`src/rtl/seg_scan_pkg.sv`:
```
// Shared constants and types for the seven-segment scanner.
// Latency: n/a (declarations only).
// Backpressure: n/a.
package seg_scan_pkg;

   localparam int         NUM_DIGITS = 6;
   localparam logic [7:0] SEG_OFF    = 8'hFF;
   localparam logic [5:0] AN_OFF     = 6'h3F;

   // Slot phase: dark gap first (anti-ghosting), then the PWM-modulated on-phase.
   typedef enum logic {
      PH_BLANK = 1'b0,
      PH_ON    = 1'b1
   } phase_t;

   // Active-low one-hot digit enable for digit d.
   function automatic logic [5:0] an_onehot(input logic [2:0] d);
      return ~(6'b000001 << d);
   endfunction

endpackage

```
`src/rtl/scan_timer.sv`:
```
// Slot/digit/PWM counters driving the scanner's phase decode.
// Latency: outputs are combinational views of the current counter state.
// Backpressure: en low freezes every counter; frame strobe is gated by en.
module scan_timer
   import seg_scan_pkg::*;
#(
   parameter int DWELL = 50000,
   parameter int BLANK = 1000,
   parameter int CNT_W = 16
) (
   input  logic       clk,
   input  logic       reset,
   input  logic       en,
   output logic [2:0] dig,
   output phase_t     phase,
   output logic [3:0] pwm,
   output logic       frame_strobe
);

   localparam logic [CNT_W-1:0] CNT_LAST  = CNT_W'(DWELL - 1);
   localparam logic [CNT_W-1:0] CNT_BLANK = CNT_W'(BLANK);
   localparam logic [2:0]       DIG_LAST  = 3'(NUM_DIGITS - 1);

   logic [CNT_W-1:0] cnt;
   logic [CNT_W-1:0] cnt_nxt;

   // Next slot count and phase/strobe decode of the current state.
   always_comb begin
      cnt_nxt      = (cnt == CNT_LAST) ? '0 : cnt + CNT_W'(1);
      phase        = (cnt < CNT_BLANK) ? PH_BLANK : PH_ON;
      frame_strobe = en && (cnt == '0) && (dig == 3'd0);
   end

   // Advance slot, digit and PWM counters on enabled cycles only.
   always_ff @(posedge clk) begin
      if (!reset) begin
         cnt <= '0;
         dig <= 3'd0;
         pwm <= 4'd0;
      end else if (en) begin
         cnt <= cnt_nxt;
         if (cnt == CNT_LAST)
            dig <= (dig == DIG_LAST) ? 3'd0 : dig + 3'd1;
         // pwm reads 0 on the first on-phase cycle, then counts mod 16.
         if (cnt_nxt == CNT_BLANK)
            pwm <= 4'd0;
         else if (phase == PH_ON)
            pwm <= pwm + 4'd1;
      end
   end

endmodule

```
`src/rtl/seg_scan_mux.sv`:
```
// Time-multiplexed seven-segment scanner with frame snapshot, blanking gap and PWM.
// Latency: one cycle from counter state to registered an/seg_out/frame_start.
// Backpressure: en low holds the scan position and blanks all outputs.
module seg_scan_mux
   import seg_scan_pkg::*;
#(
   parameter int DWELL = 50000,
   parameter int BLANK = 1000,
   parameter int CNT_W = 16
) (
   input  logic        clk,
   input  logic        reset,
   input  logic        en,
   input  logic [47:0] seg_in,
   input  logic [3:0]  bright,
   output logic [7:0]  seg_out,
   output logic [5:0]  an,
   output logic        frame_start
);

   logic [2:0]                  dig;
   phase_t                      phase;
   logic [3:0]                  pwm;
   logic                        frame_strobe;
   logic                        lit;
   logic [NUM_DIGITS-1:0][7:0]  snapshot;

   scan_timer #(
      .DWELL (DWELL),
      .BLANK (BLANK),
      .CNT_W (CNT_W)
   ) u_timer (
      .clk          (clk),
      .reset        (reset),
      .en           (en),
      .dig          (dig),
      .phase        (phase),
      .pwm          (pwm),
      .frame_strobe (frame_strobe)
   );

   // A digit is lit only in its on-phase while the PWM count is within brightness.
   always_comb begin
      lit = en && (phase == PH_ON) && (pwm <= bright);
   end

   // Snapshot at frame start so a frame never mixes old and new patterns; register outputs.
   always_ff @(posedge clk) begin
      if (!reset) begin
         snapshot    <= '1;
         seg_out     <= SEG_OFF;
         an          <= AN_OFF;
         frame_start <= 1'b0;
      end else begin
         frame_start <= frame_strobe;
         if (frame_strobe)
            snapshot <= seg_in;
         if (lit) begin
            an      <= an_onehot(dig);
            seg_out <= snapshot[dig];
         end else begin
            an      <= AN_OFF;
            seg_out <= SEG_OFF;
         end
      end
   end

endmodule

```
`config.mk`:
```
export PLATFORM = sky130hd
export DESIGN_NAME = seg_scan_mux
export DESIGN_NICKNAME = d
export VERILOG_FILES = /design/src/rtl/seg_scan_pkg.sv /design/src/rtl/scan_timer.sv /design/src/rtl/seg_scan_mux.sv
export SDC_FILE = /design/constraint.sdc
export NUM_CORES = 1
export LEC_CHECK = 0
export CAP_MARGIN = 20
export CORE_MARGIN = 1
export CORE_UTILIZATION = 57
export DETAILED_ROUTE_END_ITERATION = 6
export HOLD_SLACK_MARGIN = 0.05
export PLACE_DENSITY = 0.83
export SKIP_LAST_GASP = 1
export SLEW_MARGIN = 15
export SYNTH_ARGS = -nofsm -noshare
export SYNTH_HDL_FRONTEND = slang
export SYNTH_SLANG_ARGS = --single-unit
```
`constraint.sdc`:
```
create_clock -name clk -period 5.8 [get_ports clk]
set_clock_uncertainty 0.15 [all_clocks]
set_input_delay 1.45 -clock clk [delete_from_list [all_inputs] [get_ports clk]]
set_output_delay 1.45 -clock clk [all_outputs]
set_load 0.03 [all_outputs]
```
# Word-level counts from Yosys, hierarchy flattened
# Index checks and enable logic that the tools add are counted.
[word_totals]
register_bits = 86
inputBits = 55
out_inout_bits = 15
wordCells = 40
[op_classes]
addsub = 3
magnitude_cmp = 3
eq_ne = 4
shift = 1
mux = 7
bitwise_logic = 1
n_reduce_logical = 9
[ops]
columns = ["cell", "n"]
rows = [
  ["binary-select mux 8 bit (select 3 bit)", 1],
  ["adder 16 x 1 -> 16 bit (second input constant)", 1],
  ["equality test 16 x 10 -> 1 bit (second input constant)", 1],
  ["equality test 16 bit (second input constant)", 1],
  ["zero test 16 bit", 1],
  ["< comparator 16 x 10 -> 1 bit (second input constant)", 1],
  ["2-to-1 mux 16 bit", 1],
  ["2-to-1 mux 4 bit", 2],
  ["2-to-1 mux 8 bit", 1],
  ["NOT 6 bit", 1],
  ["AND reduction 2 bit", 3],
  ["<< shifter 1 x 3 -> 6 bit (first input constant)", 1],
  ["adder 4 x 1 -> 4 bit (second input constant)", 1],
  ["<= comparator 4 bit", 1],
  ["logical AND 1 bit", 4],
  ["< comparator 3 x 4 -> 1 bit (second input constant)", 1],
  ["adder 3 x 1 -> 3 bit (second input constant)", 1],
  ["equality test 3 bit (second input constant)", 1],
  ["zero test 3 bit", 1],
  ["2-to-1 mux 3 bit", 1],
  ["inequality test 2 bit (second input constant)", 1],
  ["2-to-1 mux 1 bit", 1],
]

# Longest topological paths before layout
# Gate-level depths: netlist of run 1.
[depth]
ltp_word = 5
ltp_mapped = 10

# Hierarchy
# A second synthesis of run 1 with hierarchy kept.
[unflattened]
hier_cells = 448
area_unflattened_um2 = 4209.0
[modules_own_cells]
columns = ["module", "instances", "cells_per_inst", "area_each_um2", "seq_area_each_um2"]
rows = [
  ["seg_scan_mux", 1, 253, 2588.7, 1261.2],
  ["scan_timer", 1, 195, 1620.3, 460.4],
]

# Worst setup path after synthesis of run 1
# OpenSTA, ideal clock, no wires.
[synth_path]
path_type = "input to register"
startpoint = "in en"
endpoint = "reg u_timer.pwm[3]"
setup_time_ns = 0.115
arrival_time_ns = 2.795
t_required_ns = 5.535
path_slack_ns = 2.740
cell_stages = 7
path_cell_list = "buf_2 -> nand2_1 -> or4_1 -> nor2_1 -> nand4_1 -> o311a_1 -> o21a_1"
[synth_via]
elab_chain_len = 1
[synth_rtl]
columns = ["item", "line_no", "text"]
rows = [
  ["from (decl)", "seg_scan_mux.sv:13", "input logic en,"],
  ["AND reduction 2 bit (no line)", "-", ""],
  ["to (signal assigned)", "scan_timer.sv:48", "pwm <= pwm + 4'd1;"],
  ["to (decl)", "scan_timer.sv:16", "output logic [3:0] pwm,"],
]
# No other way between the ends.
# A chain may end at the register's enable or synchronous reset.

# Final worst setup path of run 1
[layout_path]
startpoint = "in en"
endpoint = "reg snapshot[37] in the netlist's numbering"
[layout_via]
elab_chain_len = 2
[layout_rtl]
columns = ["item", "line_no", "text"]
rows = [
  ["logical AND 1 bit (2 in series)", "scan_timer.sv:31", "frame_strobe = en && (cnt == '0) && (dig == 3'd0);"],
  ["to (signal assigned)", "seg_scan_mux.sv:57", "snapshot <= seg_in;"],
  ["to (decl)", "seg_scan_mux.sv:26", "logic [NUM_DIGITS-1:0][7:0] snapshot;"],
]
# No other way between the ends.

==> impl_metrics.xml, run 1 <==
<?xml version="1.0" encoding="UTF-8"?>
<metrics>
  <group name="outcome">
    <metric name="outcome" unit="">complete, no violations</metric>
  </group>
  <group name="die">
    <metric name="die_w" unit="um">86.2</metric>
    <metric name="initial_core_utilization" unit="%">59.1</metric>
    <metric name="placement_rows" unit="">30</metric>
    <metric name="die_height" unit="um">86.2</metric>
    <metric name="design.die.area" unit="mm^2">0.00743</metric>
    <metric name="number_of_placed_i_o_pins" unit="">70</metric>
    <metric name="core-area" unit="mm^2">0.00683</metric>
  </group>
  <group name="timing">
    <metric name="layout_worst_path_cycle_share" unit="%">65.0</metric>
    <metric name="timing.fmax" unit="MHz">265</metric>
    <metric name="report.final.setup_viol" unit="">0</metric>
    <metric name="worstMarginPinSlew" unit="ns">0.949</metric>
    <metric name="setup_repair_after_global_routing_missed_its_margin" unit="">false</metric>
    <metric name="totalNegativeSetupSlack" unit="ns">0</metric>
    <metric name="hold_viol_final" unit="">0</metric>
    <metric name="max_slew_violations" unit="">0</metric>
    <metric name="final.min_clock_period" unit="ns">3.77</metric>
    <metric name="hold_ws" unit="ns">0.317</metric>
    <metric name="max-slew-margin-rel" unit="%">36.6</metric>
  </group>
  <group name="placed_design">
    <metric name="placement.io_buffers" unit="">69</metric>
    <metric name="placed_cells" unit="">618</metric>
    <metric name="globalplace.congestion" unit="">0.887</metric>
    <metric name="place.detailed.hpwl" unit="mm">6.35</metric>
  </group>
  <group name="clock_network">
    <metric name="worstSkewPairLatency" unit="ns">0.35</metric>
    <metric name="cts_post_setup_buffers_inserted" unit="">0</metric>
    <metric name="cts.path.max_buffers" unit="">2</metric>
    <metric name="ctsResizeCount" unit="">0</metric>
    <metric name="numCtsBuffers" unit="">9</metric>
    <metric name="clock_sinks" unit="">86</metric>
    <metric name="cts_root_buf" unit="">sky130_fd_sc_hd__clkbuf_8</metric>
    <metric name="clock_tree_from_tritoncts" unit="">done</metric>
    <metric name="cts-htree-levels" unit="">3</metric>
    <metric name="postCtsHoldBufs" unit="">0</metric>
    <metric name="worst_setup_hold_path_clk_slew" unit="ns">0.08</metric>
  </group>
  <group name="power_and_ir_drop">
    <metric name="p_total" unit="W">0.00126</metric>
    <metric name="vdd.ir_drop.worst" unit="V">0.000165</metric>
    <metric name="power.density_cell_area" unit="mW/mm^2">256</metric>
    <metric name="switching_share" unit="%">24.6</metric>
    <metric name="share_seq_of_total_power" unit="%">51.3</metric>
    <metric name="combinationalPowerShare" unit="%">12.3</metric>
    <metric name="switching_power" unit="W">0.000311</metric>
    <metric name="share_clk_of_total_power" unit="%">36.4</metric>
    <metric name="cell_internal_pwr" unit="W">0.000951</metric>
    <metric name="p_leak" unit="nW">1.96</metric>
  </group>
  <group name="finish">
    <metric name="layout_common_cells" unit="">119 x sky130_fd_sc_hd__nand2_1, 86 x sky130_fd_sc_hd__dfxtp_1, 68 x sky130_fd_sc_hd__nand3_1, 68 x sky130_fd_sc_hd__clkdlybuf4s50_1, 16 x sky130_fd_sc_hd__a21oi_1</metric>
    <metric name="layout_commonest_cell" unit="">sky130_fd_sc_hd__nand2_1</metric>
    <metric name="fraction_of_layout_cells_with_a_size_suffix_above_1" unit="%">6.69</metric>
    <metric name="diodes" unit="">0</metric>
    <metric name="area_delta_synth_final" unit="%">21.9</metric>
    <metric name="instances_no_fill" unit="">634</metric>
    <metric name="finalNetCount" unit="">597</metric>
    <metric name="filler_cell_count" unit="">544</metric>
  </group>
  <group name="detailed_routing">
    <metric name="via_count" unit="">3548</metric>
    <metric name="postRouteWirelength" unit="mm">9.44</metric>
    <metric name="final_antenna_net_count" unit="">0</metric>
    <metric name="vias_per_cell" unit="">5.60</metric>
    <metric name="wl_per_cell" unit="um">14.9</metric>
    <metric name="firstDrtPassIters" unit="">5</metric>
    <metric name="drt_first_iter_violations" unit="">345</metric>
    <metric name="post_detailed_route_drc_marker_count" unit="">0</metric>
  </group>
  <group name="critical_path">
    <metric name="r2r_setup_slack" unit="ns">3.24</metric>
    <metric name="timing.rr.end" unit="">u_timer.pwm[1]</metric>
    <metric name="timing.critical_path.from_type" unit="">primary input</metric>
    <metric name="reg2reg_depth" unit="">7</metric>
    <metric name="cp_max_fo" unit="">48</metric>
    <metric name="timing.critical_path.to_type" unit="">register</metric>
    <metric name="setup.worst_path.class" unit="">primary input to register</metric>
    <metric name="worst_r2r_startpoint" unit="">u_timer.cnt[0]</metric>
    <metric name="arrival" unit="ns">3.91</metric>
    <metric name="cp_data_required_time" unit="ns">5.94</metric>
  </group>
  <group name="yosys">
    <metric name="synth_seq_area_share" unit="%">42.6</metric>
    <metric name="netlist_area_pre_place" unit="mm^2">0.00404</metric>
    <metric name="postSynth.asyncResetShare" unit="%">0</metric>
    <metric name="ys_warn_count" unit="">0</metric>
    <metric name="yosys_register_bits" unit="">86</metric>
    <metric name="postSynth.topFlopCell" unit="">sky130_fd_sc_hd__dfxtp_1</metric>
    <metric name="synthesis.nets" unit="">551</metric>
    <metric name="synthCells" unit="">488</metric>
    <metric name="post_synth_num_cell_types" unit="">45</metric>
    <metric name="synth_edf_count" unit="">0</metric>
    <metric name="post_synthesis_average_cell_area" unit="um^2">8.28</metric>
  </group>
  <group name="global_route">
    <metric name="first_global_vias" unit="">3368</metric>
    <metric name="grt_use_total" unit="%">26.6</metric>
    <metric name="antenna_found_initial" unit="">0</metric>
    <metric name="grt.overflow.total" unit="">0</metric>
    <metric name="grt_start_max_net_pins" unit="">72</metric>
    <metric name="grt_pass1_wl" unit="mm">15.5</metric>
  </group>
  <group name="hold_path">
    <metric name="hold_path.startpoint" unit="">snapshot[19]</metric>
    <metric name="hold_path_class" unit="">register to register</metric>
    <metric name="timing.hold.worst_path_depth" unit="">2</metric>
    <metric name="min_to" unit="">snapshot[19]</metric>
  </group>
  <group name="run">
    <metric name="max_cap_viol_count" unit="">0</metric>
  </group>
</metrics>
## synth_stat cells (all sizes together), types with 2 or more instances
master | n | area, um^2
xor2 | 5 | 43.8
nand4 | 8 | 65.1
clkbuf | 19 | 71.3
a21boi | 8 | 60.1
or3 | 6 | 37.5
mux4 | 8 | 180
nor4 | 6 | 67.6
a21oi | 16 | 80.1
and4 | 2 | 17.5
o21ai | 10 | 50.1
nand3 | 69 | 358
mux2i | 5 | 50.1
nor2 | 13 | 48.8
buf | 19 | 114
o21a | 3 | 22.5
nor2b | 8 | 50.1
dfxtp | 86 | 1720
inv | 11 | 41.3
nand2 | 119 | 447
and3 | 6 | 37.5
or2 | 2 | 12.5
or4 | 4 | 33.8
nor3 | 10 | 50.1
o211ai | 7 | 52.6
xnor2 | 8 | 70.1
ha | 8 | 100
and2 | 9 | 56.3
nand2b | 2 | 12.5
## registers in the layout, summed over array words and instances (netlist names)
register and cells:
an 6, frame_start 1, seg_out 8, snapshot 48, u_timer.cnt 16, u_timer.dig 3, u_timer.pwm 4
## power groups by stage
stage	logic [W]	clock network, W	registers (W)
3_3_place_gp	0.000148	0	0.000659
5_1_grt	0.000176	0.000487	0.000651
2_1_floorplan	0.0000995	0	0.000654
4_1_cts	0.000155	0.000463	0.000647
3_5_place_dp	0.000153	0	0.000660
6_report	0.000156	0.000459	0.000647
## critical path, stage by stage
cell and delay, ns:
sky130_fd_sc_hd__clkdlybuf4s50_1 0.83, sky130_fd_sc_hd__inv_1 0.26, sky130_fd_sc_hd__nor4_1 0.46, sky130_fd_sc_hd__and4_1 0.25, sky130_fd_sc_hd__buf_4 0.40, sky130_fd_sc_hd__nand2_1 0.14
sky130_fd_sc_hd__nand3_1 0.10
## logic make-up after synthesis
logic type	count (synthesis)	synth area share (%)
adder cells (fa/ha/maj)	8	2.48
flip-flops	86	42.6
XOR/XNOR	13	2.82
multiplexers	14	5.98
AO/OA/AOI/OAI	51	7.96
buffers and inverters	50	5.70
AND/OR/NAND/NOR	266	32.4
## metal layers
metal	global-route usage (%)	up-vias	wire [um]
li1	-	1761	-
met1	34.1	1657	4110
met2	44.7	120	4720
met3	5.05	10	505
met4	9.70	0	101
met5	0	-	0
## cell type report
type,count,area [um^2],area share [%]
Timing Repair Buffer,73,728,14.8
Inverter,12,45.0,0.915
Clock inverter,6,96.3,1.96
Clock buffer,9,124,2.52
Multi-Input combinational cell,352,2090,42.4
Sequential cell,86,1720,35.0
Tap cell,96,120,2.44
## stage by stage
| step | setup WS, ns | instance area [um^2] | utilization [%] |
|---|---|---|---|
| 2_1_floorplan | 2.74 | 4040 | - |
| 3_3_place_gp | 1.84 | 4680 | 68.5 |
| 3_5_place_dp | 1.71 | 4680 | 68.5 |
| 4_1_cts | 2.07 | 4900 | 71.8 |
| 5_1_grt | 1.77 | 4920 | 72.1 |
| 6_report | 2.03 | 4920 | 72.1 |
## how the worst max path moves through the flow
stage	from	endpoint	slack, ns	cells after the start
6_report	en	snapshot[37]	2.03	7
5_1_grt	en	snapshot[37]	1.77	7
4_1_cts	en	snapshot[32]	2.07	7
3_5_place_dp	en	snapshot[37]	1.71	7
3_3_place_gp	en	snapshot[11]	1.84	7
2_1_floorplan	en	u_timer.pwm[3]	2.74	7
No activity file was read; power rests on OpenSTA's default activity.
==> run 2, diff against run 1 <==
--- a/config.mk
+++ b/config.mk
@@ -7,10 +7,10 @@
 export LEC_CHECK = 0
 export CAP_MARGIN = 20
 export CORE_MARGIN = 1
-export CORE_UTILIZATION = 57
+export CORE_UTILIZATION = 53
 export DETAILED_ROUTE_END_ITERATION = 6
 export HOLD_SLACK_MARGIN = 0.05
-export PLACE_DENSITY = 0.83
+export PLACE_DENSITY = 0.78
 export SKIP_LAST_GASP = 1
 export SLEW_MARGIN = 15
 export SYNTH_ARGS = -nofsm -noshare
==> constraint.sdc (replaced) <==
create_clock -name clk -period 3.8 [get_ports clk]
set_clock_uncertainty 0.15 [all_clocks]
set_input_delay 0.95 -clock clk [delete_from_list [all_inputs] [get_ports clk]]
set_output_delay 0.95 -clock clk [all_outputs]
set_load 0.03 [all_outputs]
==> run 2 against run 1 <==
Flip-flop and latch count unchanged. Wire length is 2.2% lower. Global-route usage down 1.4 points. Critical path type unchanged. Largest power group unchanged.
==> impl_metrics.xml, run 2 (synthesis gave the netlist of run 1 again) <==
<?xml version="1.0" encoding="UTF-8"?>
<metrics>
  <group name="global_route">
    <metric name="first_global_vias" unit="">3253</metric>
    <metric name="grt_use_total" unit="%">25.2</metric>
    <metric name="grt_start_max_net_pins" unit="">52</metric>
    <metric name="antenna_found_initial" unit="">0</metric>
    <metric name="grt_pass1_wl" unit="mm">15.3</metric>
    <metric name="grt.overflow.total" unit="">0</metric>
  </group>
  <group name="timing">
    <metric name="report.final.setup_viol" unit="">0</metric>
    <metric name="max-slew-margin-rel" unit="%">41.7</metric>
    <metric name="layout_worst_path_cycle_share" unit="%">75.3</metric>
    <metric name="max_slew_violations" unit="">0</metric>
    <metric name="final.min_clock_period" unit="ns">2.86</metric>
    <metric name="worstMarginPinSlew" unit="ns">0.874</metric>
    <metric name="timing.fmax" unit="MHz">349</metric>
    <metric name="totalNegativeSetupSlack" unit="ns">0</metric>
    <metric name="setup_repair_after_global_routing_missed_its_margin" unit="">false</metric>
    <metric name="hold_viol_final" unit="">0</metric>
    <metric name="postLayoutSetupSlackWorst" unit="ns">0.937</metric>
  </group>
  <group name="critical_path">
    <metric name="setup.worst_path.end" unit="">seg_out[7]</metric>
    <metric name="reg2reg_depth" unit="">7</metric>
    <metric name="timing.rr.end" unit="">u_timer.pwm[1]</metric>
    <metric name="timing.critical_path.from_type" unit="">primary input</metric>
    <metric name="cp_max_fo" unit="">14</metric>
    <metric name="timing.critical_path.to_type" unit="">register</metric>
    <metric name="timing.critical_path.slowest_stage_cell" unit="">sky130_fd_sc_hd__and3_1</metric>
    <metric name="arrival" unit="ns">2.92</metric>
    <metric name="cp_cell_sequence" unit="">clkdlybuf4s50_1, inv_1, ha_1, nor2b_1, o21a_1, o21a_1, o21ai_0, and3_1, o211ai_1</metric>
    <metric name="setup.worst_path.class" unit="">primary input to register</metric>
    <metric name="worst_r2r_startpoint" unit="">u_timer.cnt[0]</metric>
    <metric name="r2r_setup_slack" unit="ns">1.29</metric>
    <metric name="worst_path_largest_cell_delay" unit="ns">0.47</metric>
    <metric name="setup_crit_start" unit="">bright[1]</metric>
    <metric name="critPathMostFrequentCell" unit="">sky130_fd_sc_hd__o21a_1</metric>
    <metric name="cp_data_required_time" unit="ns">3.86</metric>
  </group>
  <group name="power_and_ir_drop">
    <metric name="vdd.ir_drop.worst" unit="V">0.000254</metric>
    <metric name="power.density_cell_area" unit="mW/mm^2">386</metric>
    <metric name="p_leak" unit="nW">1.96</metric>
  </group>
  <group name="hold_path">
    <metric name="hold_path_class" unit="">register to register</metric>
    <metric name="timing.hold.worst_path_depth" unit="">2</metric>
  </group>
  <group name="clock_network">
    <metric name="cts_post_setup_buffers_inserted" unit="">0</metric>
    <metric name="ctsResizeCount" unit="">0</metric>
    <metric name="cts_root_buf" unit="">sky130_fd_sc_hd__clkbuf_8</metric>
    <metric name="cts.path.max_buffers" unit="">2</metric>
    <metric name="clock_tree_from_tritoncts" unit="">done</metric>
    <metric name="clock_sinks" unit="">86</metric>
    <metric name="worst_setup_hold_path_clk_slew" unit="ns">0.09</metric>
    <metric name="worstSkewPairLatency" unit="ns">0.35</metric>
    <metric name="cts-htree-levels" unit="">3</metric>
    <metric name="postCtsHoldBufs" unit="">0</metric>
    <metric name="numCtsBuffers" unit="">9</metric>
  </group>
  <group name="die">
    <metric name="placement_rows" unit="">31</metric>
    <metric name="core-area" unit="mm^2">0.00729</metric>
    <metric name="design.die.area" unit="mm^2">0.00797</metric>
    <metric name="die_height" unit="um">89.3</metric>
    <metric name="initial_core_utilization" unit="%">55.4</metric>
    <metric name="die_w" unit="um">89.3</metric>
    <metric name="number_of_placed_i_o_pins" unit="">70</metric>
  </group>
  <group name="finish">
    <metric name="layout_common_cells" unit="">119 x sky130_fd_sc_hd__nand2_1, 86 x sky130_fd_sc_hd__dfxtp_1, 68 x sky130_fd_sc_hd__nand3_1, 68 x sky130_fd_sc_hd__clkdlybuf4s50_1, 16 x sky130_fd_sc_hd__a21oi_1</metric>
    <metric name="top_regs" unit="">snapshot x48, u_timer.cnt x16, seg_out x8</metric>
    <metric name="diodes" unit="">0</metric>
    <metric name="finalNetCount" unit="">598</metric>
    <metric name="area_delta_synth_final" unit="%">21.7</metric>
    <metric name="stdcell_area" unit="mm^2">0.00492</metric>
    <metric name="fraction_of_layout_cells_with_a_size_suffix_above_1" unit="%">7.04</metric>
    <metric name="largest_register" unit="">snapshot</metric>
    <metric name="largest_register_ff_count" unit="">48</metric>
    <metric name="layout_commonest_cell" unit="">sky130_fd_sc_hd__nand2_1</metric>
  </group>
  <group name="placed_design">
    <metric name="placement.io_buffers" unit="">69</metric>
    <metric name="globalplace.congestion" unit="">0.905</metric>
    <metric name="placement.setup.worst_slack" unit="ns">0.543</metric>
    <metric name="place.detailed.hpwl" unit="mm">6.47</metric>
    <metric name="dpl-instance-area" unit="mm^2">0.00470</metric>
  </group>
  <group name="detailed_routing">
    <metric name="postRouteWirelength" unit="mm">9.23</metric>
    <metric name="drt_first_iter_violations" unit="">294</metric>
    <metric name="via_count" unit="">3497</metric>
    <metric name="post_detailed_route_drc_marker_count" unit="">0</metric>
    <metric name="firstDrtPassIters" unit="">4</metric>
    <metric name="final_antenna_net_count" unit="">0</metric>
    <metric name="vias_per_cell" unit="">5.47</metric>
    <metric name="wl_per_cell" unit="um">14.4</metric>
  </group>
  <group name="run">
    <metric name="max_cap_viol_count" unit="">0</metric>
  </group>
  <group name="outcome">
    <metric name="outcome" unit="">complete, no violations</metric>
  </group>
</metrics>
-- run 2: through the flow --
| step | util, % | cells | total power (W) | hold WS [ns] |
|---|---|---|---|---|
| 6_report | 67.4 | 639 | 0.00190 | 0.321 |
| 5_1_grt | 67.4 | 639 | 0.00198 | 0.336 |
| 4_1_cts | 67.4 | 639 | 0.00191 | 0.323 |
| 3_5_place_dp | 64.5 | 623 | 0.00124 | 0.305 |
| 3_3_place_gp | 64.5 | 623 | 0.00123 | 0.294 |
| 2_1_floorplan | - | 488 | 0.00115 | 0.285 |
-- run 2: worst max-delay path: cells and delay by family --
kind                     cells  cell delay (ns)
AO/OA/AOI/OAI                4             0.57
buffers and inverters        2             0.49
adder cells (fa/ha/maj)      1             0.30
AND/OR/NAND/NOR              2             0.61
-- run 2: cell type report --
cell class | instances | area [um^2]
clock buffer | 11 | 151
multi-input combinational | 352 | 2090
inverter | 12 | 45.0
timing repair buffer | 74 | 723
sequential | 86 | 1720
fill | 633 | 2380
tap | 99 | 124
clock inverter | 5 | 63.8
-- run 2: power by group --
part | total [W] | internal [W] | leakage (nW) | switching, W
Clock | 0.000674 | 0.000346 | 0.107 | 0.000329
Sequential | 0.000988 | 0.000955 | 0.706 | 0.0000330
Combinational | 0.000234 | 0.000122 | 1.15 | 0.000112
Total | 0.00190 | 0.00142 | 1.96 | 0.000474
-- run 2: how the worst min path moves through the flow --
stage                      start            to
finish              snapshot[30]  snapshot[30]
global route        snapshot[26]  snapshot[26]
CTS                 snapshot[32]  snapshot[32]
detailed placement  snapshot[42]  snapshot[42]
global placement    snapshot[40]  snapshot[40]
floorplan           snapshot[40]  snapshot[40]
-- run 2: routing by layer --
metal	GRT usage, %	up-vias	wire length (um)
met3	4.25	15	500
li1	-	1767	-
met2	40.6	107	4480
met4	9.38	0	163
met5	0	-	0
met1	34.0	1608	4090
==> run 3, diff against run 2 <==
==> constraint.sdc (replaced) <==
create_clock -name clk -period 2.8 [get_ports clk]
set_clock_uncertainty 0.15 [all_clocks]
set_input_delay 0.7 -clock clk [delete_from_list [all_inputs] [get_ports clk]]
set_output_delay 0.7 -clock clk [all_outputs]
set_load 0.03 [all_outputs]
==> run 3 against run 2 <==
Combinational power is 41% higher. Setup slack worse by 0.60 ns. Worst hold slack hardly changed. Highest routed layer unchanged. Clock-buffer cell count is 2 lower.
==> impl_metrics.xml, run 3 (synthesis gave the netlist of run 1 again) <==
<?xml version="1.0" encoding="UTF-8"?>
<metrics>
  <group name="die">
    <metric name="core-area" unit="mm^2">0.00729</metric>
    <metric name="number_of_placed_i_o_pins" unit="">70</metric>
    <metric name="placement_rows" unit="">31</metric>
    <metric name="die_height" unit="um">89.3</metric>
    <metric name="initial_core_utilization" unit="%">55.4</metric>
    <metric name="design.die.area" unit="mm^2">0.00797</metric>
    <metric name="die_w" unit="um">89.3</metric>
  </group>
  <group name="finish">
    <metric name="final_core_utilization" unit="%">68.8</metric>
    <metric name="filler_cell_count" unit="">631</metric>
    <metric name="top_regs" unit="">snapshot x48, u_timer.cnt x16, seg_out x8</metric>
    <metric name="largest_register_ff_count" unit="">48</metric>
    <metric name="largest_register" unit="">snapshot</metric>
    <metric name="fraction_of_layout_cells_with_a_size_suffix_above_1" unit="%">8.73</metric>
    <metric name="layout_common_cells" unit="">119 x sky130_fd_sc_hd__nand2_1, 86 x sky130_fd_sc_hd__dfxtp_1, 68 x sky130_fd_sc_hd__nand3_1, 68 x sky130_fd_sc_hd__clkdlybuf4s50_1, 16 x sky130_fd_sc_hd__a21oi_1</metric>
    <metric name="diodes" unit="">0</metric>
    <metric name="finalNetCount" unit="">609</metric>
    <metric name="area_delta_synth_final" unit="%">24.2</metric>
    <metric name="layout_commonest_cell" unit="">sky130_fd_sc_hd__nand2_1</metric>
  </group>
  <group name="clock_network">
    <metric name="cts-htree-levels" unit="">3</metric>
    <metric name="postCtsHoldBufs" unit="">0</metric>
    <metric name="clock_tree_from_tritoncts" unit="">done</metric>
    <metric name="ctsResizeCount" unit="">0</metric>
    <metric name="cts_root_buf" unit="">sky130_fd_sc_hd__clkbuf_8</metric>
    <metric name="worstSkewPairLatency" unit="ns">0.34</metric>
    <metric name="clock_sinks" unit="">86</metric>
    <metric name="cts.path.max_buffers" unit="">2</metric>
    <metric name="numCtsBuffers" unit="">9</metric>
    <metric name="worst_setup_hold_path_clk_slew" unit="ns">0.08</metric>
    <metric name="cts_post_setup_buffers_inserted" unit="">0</metric>
  </group>
  <group name="critical_path">
    <metric name="setup.worst_path.end" unit="">an[2]</metric>
    <metric name="timing.critical_path.slowest_stage_cell" unit="">sky130_fd_sc_hd__clkdlybuf4s50_1</metric>
    <metric name="timing.critical_path.to_type" unit="">register</metric>
    <metric name="timing.critical_path.from_type" unit="">primary input</metric>
    <metric name="cp_max_fo" unit="">14</metric>
    <metric name="worst_r2r_startpoint" unit="">u_timer.cnt[0]</metric>
    <metric name="r2r_setup_slack" unit="ns">0.34</metric>
    <metric name="cp_cell_sequence" unit="">clkdlybuf4s50_1, inv_1, ha_1, nor2b_1, o21a_1, o21a_1, o21ai_0, and3_1, buf_12, nand4_1</metric>
    <metric name="reg2reg_depth" unit="">7</metric>
    <metric name="arrival" unit="ns">2.52</metric>
    <metric name="critPathMostFrequentCell" unit="">sky130_fd_sc_hd__o21a_1</metric>
    <metric name="worstPathBufferInverterCount" unit="">3</metric>
    <metric name="setup.worst_path.class" unit="">primary input to register</metric>
    <metric name="setup_crit_start" unit="">bright[1]</metric>
    <metric name="timing.rr.end" unit="">u_timer.pwm[3]</metric>
    <metric name="cp_data_required_time" unit="ns">2.86</metric>
    <metric name="crit_family" unit="">buffers and inverters</metric>
    <metric name="worst-path-stages" unit="">10</metric>
    <metric name="worst_path_largest_cell_delay" unit="ns">0.45</metric>
  </group>
  <group name="global_route">
    <metric name="first_global_vias" unit="">3210</metric>
    <metric name="grt_use_total" unit="%">24.5</metric>
    <metric name="antenna_found_initial" unit="">0</metric>
    <metric name="grt_start_max_net_pins" unit="">49</metric>
    <metric name="grt.overflow.total" unit="">0</metric>
    <metric name="grt_pass1_wl" unit="mm">15.0</metric>
  </group>
  <group name="timing">
    <metric name="layout_worst_path_cycle_share" unit="%">87.9</metric>
    <metric name="max_slew_violations" unit="">0</metric>
    <metric name="worstMarginPinSlew" unit="ns">0.437</metric>
    <metric name="max-slew-margin-rel" unit="%">70.8</metric>
    <metric name="postLayoutSetupSlackWorst" unit="ns">0.338</metric>
    <metric name="setup_repair_after_global_routing_missed_its_margin" unit="">false</metric>
    <metric name="final.min_clock_period" unit="ns">2.46</metric>
    <metric name="report.final.setup_viol" unit="">0</metric>
    <metric name="timing.fmax" unit="MHz">406</metric>
    <metric name="hold_viol_final" unit="">0</metric>
  </group>
  <group name="detailed_routing">
    <metric name="wl_per_cell" unit="um">14.2</metric>
    <metric name="firstDrtPassIters" unit="">5</metric>
    <metric name="final_antenna_net_count" unit="">0</metric>
    <metric name="vias_per_cell" unit="">5.56</metric>
    <metric name="drt_first_iter_violations" unit="">279</metric>
    <metric name="post_detailed_route_drc_marker_count" unit="">0</metric>
    <metric name="via_count" unit="">3608</metric>
    <metric name="postRouteWirelength" unit="mm">9.19</metric>
  </group>
  <group name="power_and_ir_drop">
    <metric name="combinationalPowerShare" unit="%">13.1</metric>
    <metric name="switching_share" unit="%">25.2</metric>
    <metric name="p_leak" unit="nW">2.02</metric>
    <metric name="switching_power" unit="W">0.000636</metric>
    <metric name="share_clk_of_total_power" unit="%">33.8</metric>
    <metric name="p_total" unit="W">0.00252</metric>
    <metric name="share_seq_of_total_power" unit="%">53.1</metric>
    <metric name="vdd.ir_drop.worst" unit="V">0.000297</metric>
    <metric name="power.density_cell_area" unit="mW/mm^2">503</metric>
    <metric name="cell_internal_pwr" unit="W">0.00189</metric>
  </group>
  <group name="placed_design">
    <metric name="globalplace.congestion" unit="">0.910</metric>
    <metric name="placement.setup.worst_slack" unit="ns">-0.0345</metric>
    <metric name="place.detailed.hpwl" unit="mm">6.72</metric>
    <metric name="placement.io_buffers" unit="">69</metric>
  </group>
  <group name="hold_path">
    <metric name="hold_path.startpoint" unit="">snapshot[21]</metric>
    <metric name="hold_path_class" unit="">register to register</metric>
  </group>
  <group name="outcome">
    <metric name="outcome" unit="">complete, no violations</metric>
  </group>
  <group name="run">
    <metric name="max_cap_viol_count" unit="">0</metric>
  </group>
</metrics>
run 3: power groups by stage:
stage	Clock [W]	Combinational, W	Sequential (W)
final	0.000853	0.000331	0.00134
after global routing	0.000917	0.000371	0.00135
after CTS	0.000869	0.000334	0.00134
after detailed placement	0	0.000333	0.00137
after global placement	0	0.000324	0.00136
after floorplan	0	0.000206	0.00136
run 3: metal layers:
layer | track usage, % | vias up | routed length [um]
li1 | - | 1781 | -
met4 | 8.66 | 0 | 140
met3 | 4.52 | 15 | 537
met2 | 38.8 | 120 | 4290
met5 | 0 | - | 0
met1 | 33.8 | 1692 | 4220
run 3: how the worst min path moves through the flow:
stage                              end  cells after the start  slack, ns
after floorplan           snapshot[40]                      2       0.28
after global placement     snapshot[0]                      2       0.30
after detailed placement  snapshot[23]                      2       0.31
after CTS                 snapshot[21]                      2       0.32
after global routing      snapshot[23]                      2       0.34
final                     snapshot[21]                      2       0.32
run 3: cell type report:
class,count,area [um^2],share of cell area (%)
clock buffer,9,124,2.47
clock inverter,6,72.6,1.45
inverter,12,45.0,0.898
multi-input combinational,352,2090,41.6
sequential,86,1720,34.3
tap,99,124,2.47
timing repair buffer,85,843,16.8
run 3: metrics by stage:
step | cell area [um^2] | hold slack (ns) | setup TNS, ns | instances
2_1_floorplan | 4040 | 0.285 | 0 | 488
3_3_place_gp | 4820 | 0.295 | 0 | 634
3_5_place_dp | 4820 | 0.305 | -0.0838 | 634
4_1_cts | 5020 | 0.323 | 0 | 649
5_1_grt | 5020 | 0.340 | 0 | 649
6_report | 5020 | 0.320 | 0 | 649
run 3: worst reg2reg max path, cell delays in order (launching register included):
cell and delay (ns):
sky130_fd_sc_hd__dfxtp_1 0.43, sky130_fd_sc_hd__ha_1 0.31, sky130_fd_sc_hd__nand4_4 0.20, sky130_fd_sc_hd__nor4_4 0.39, sky130_fd_sc_hd__and4_1 0.24, sky130_fd_sc_hd__o22ai_1 0.12, sky130_fd_sc_hd__o311a_1 0.35, sky130_fd_sc_hd__o21a_1 0.18
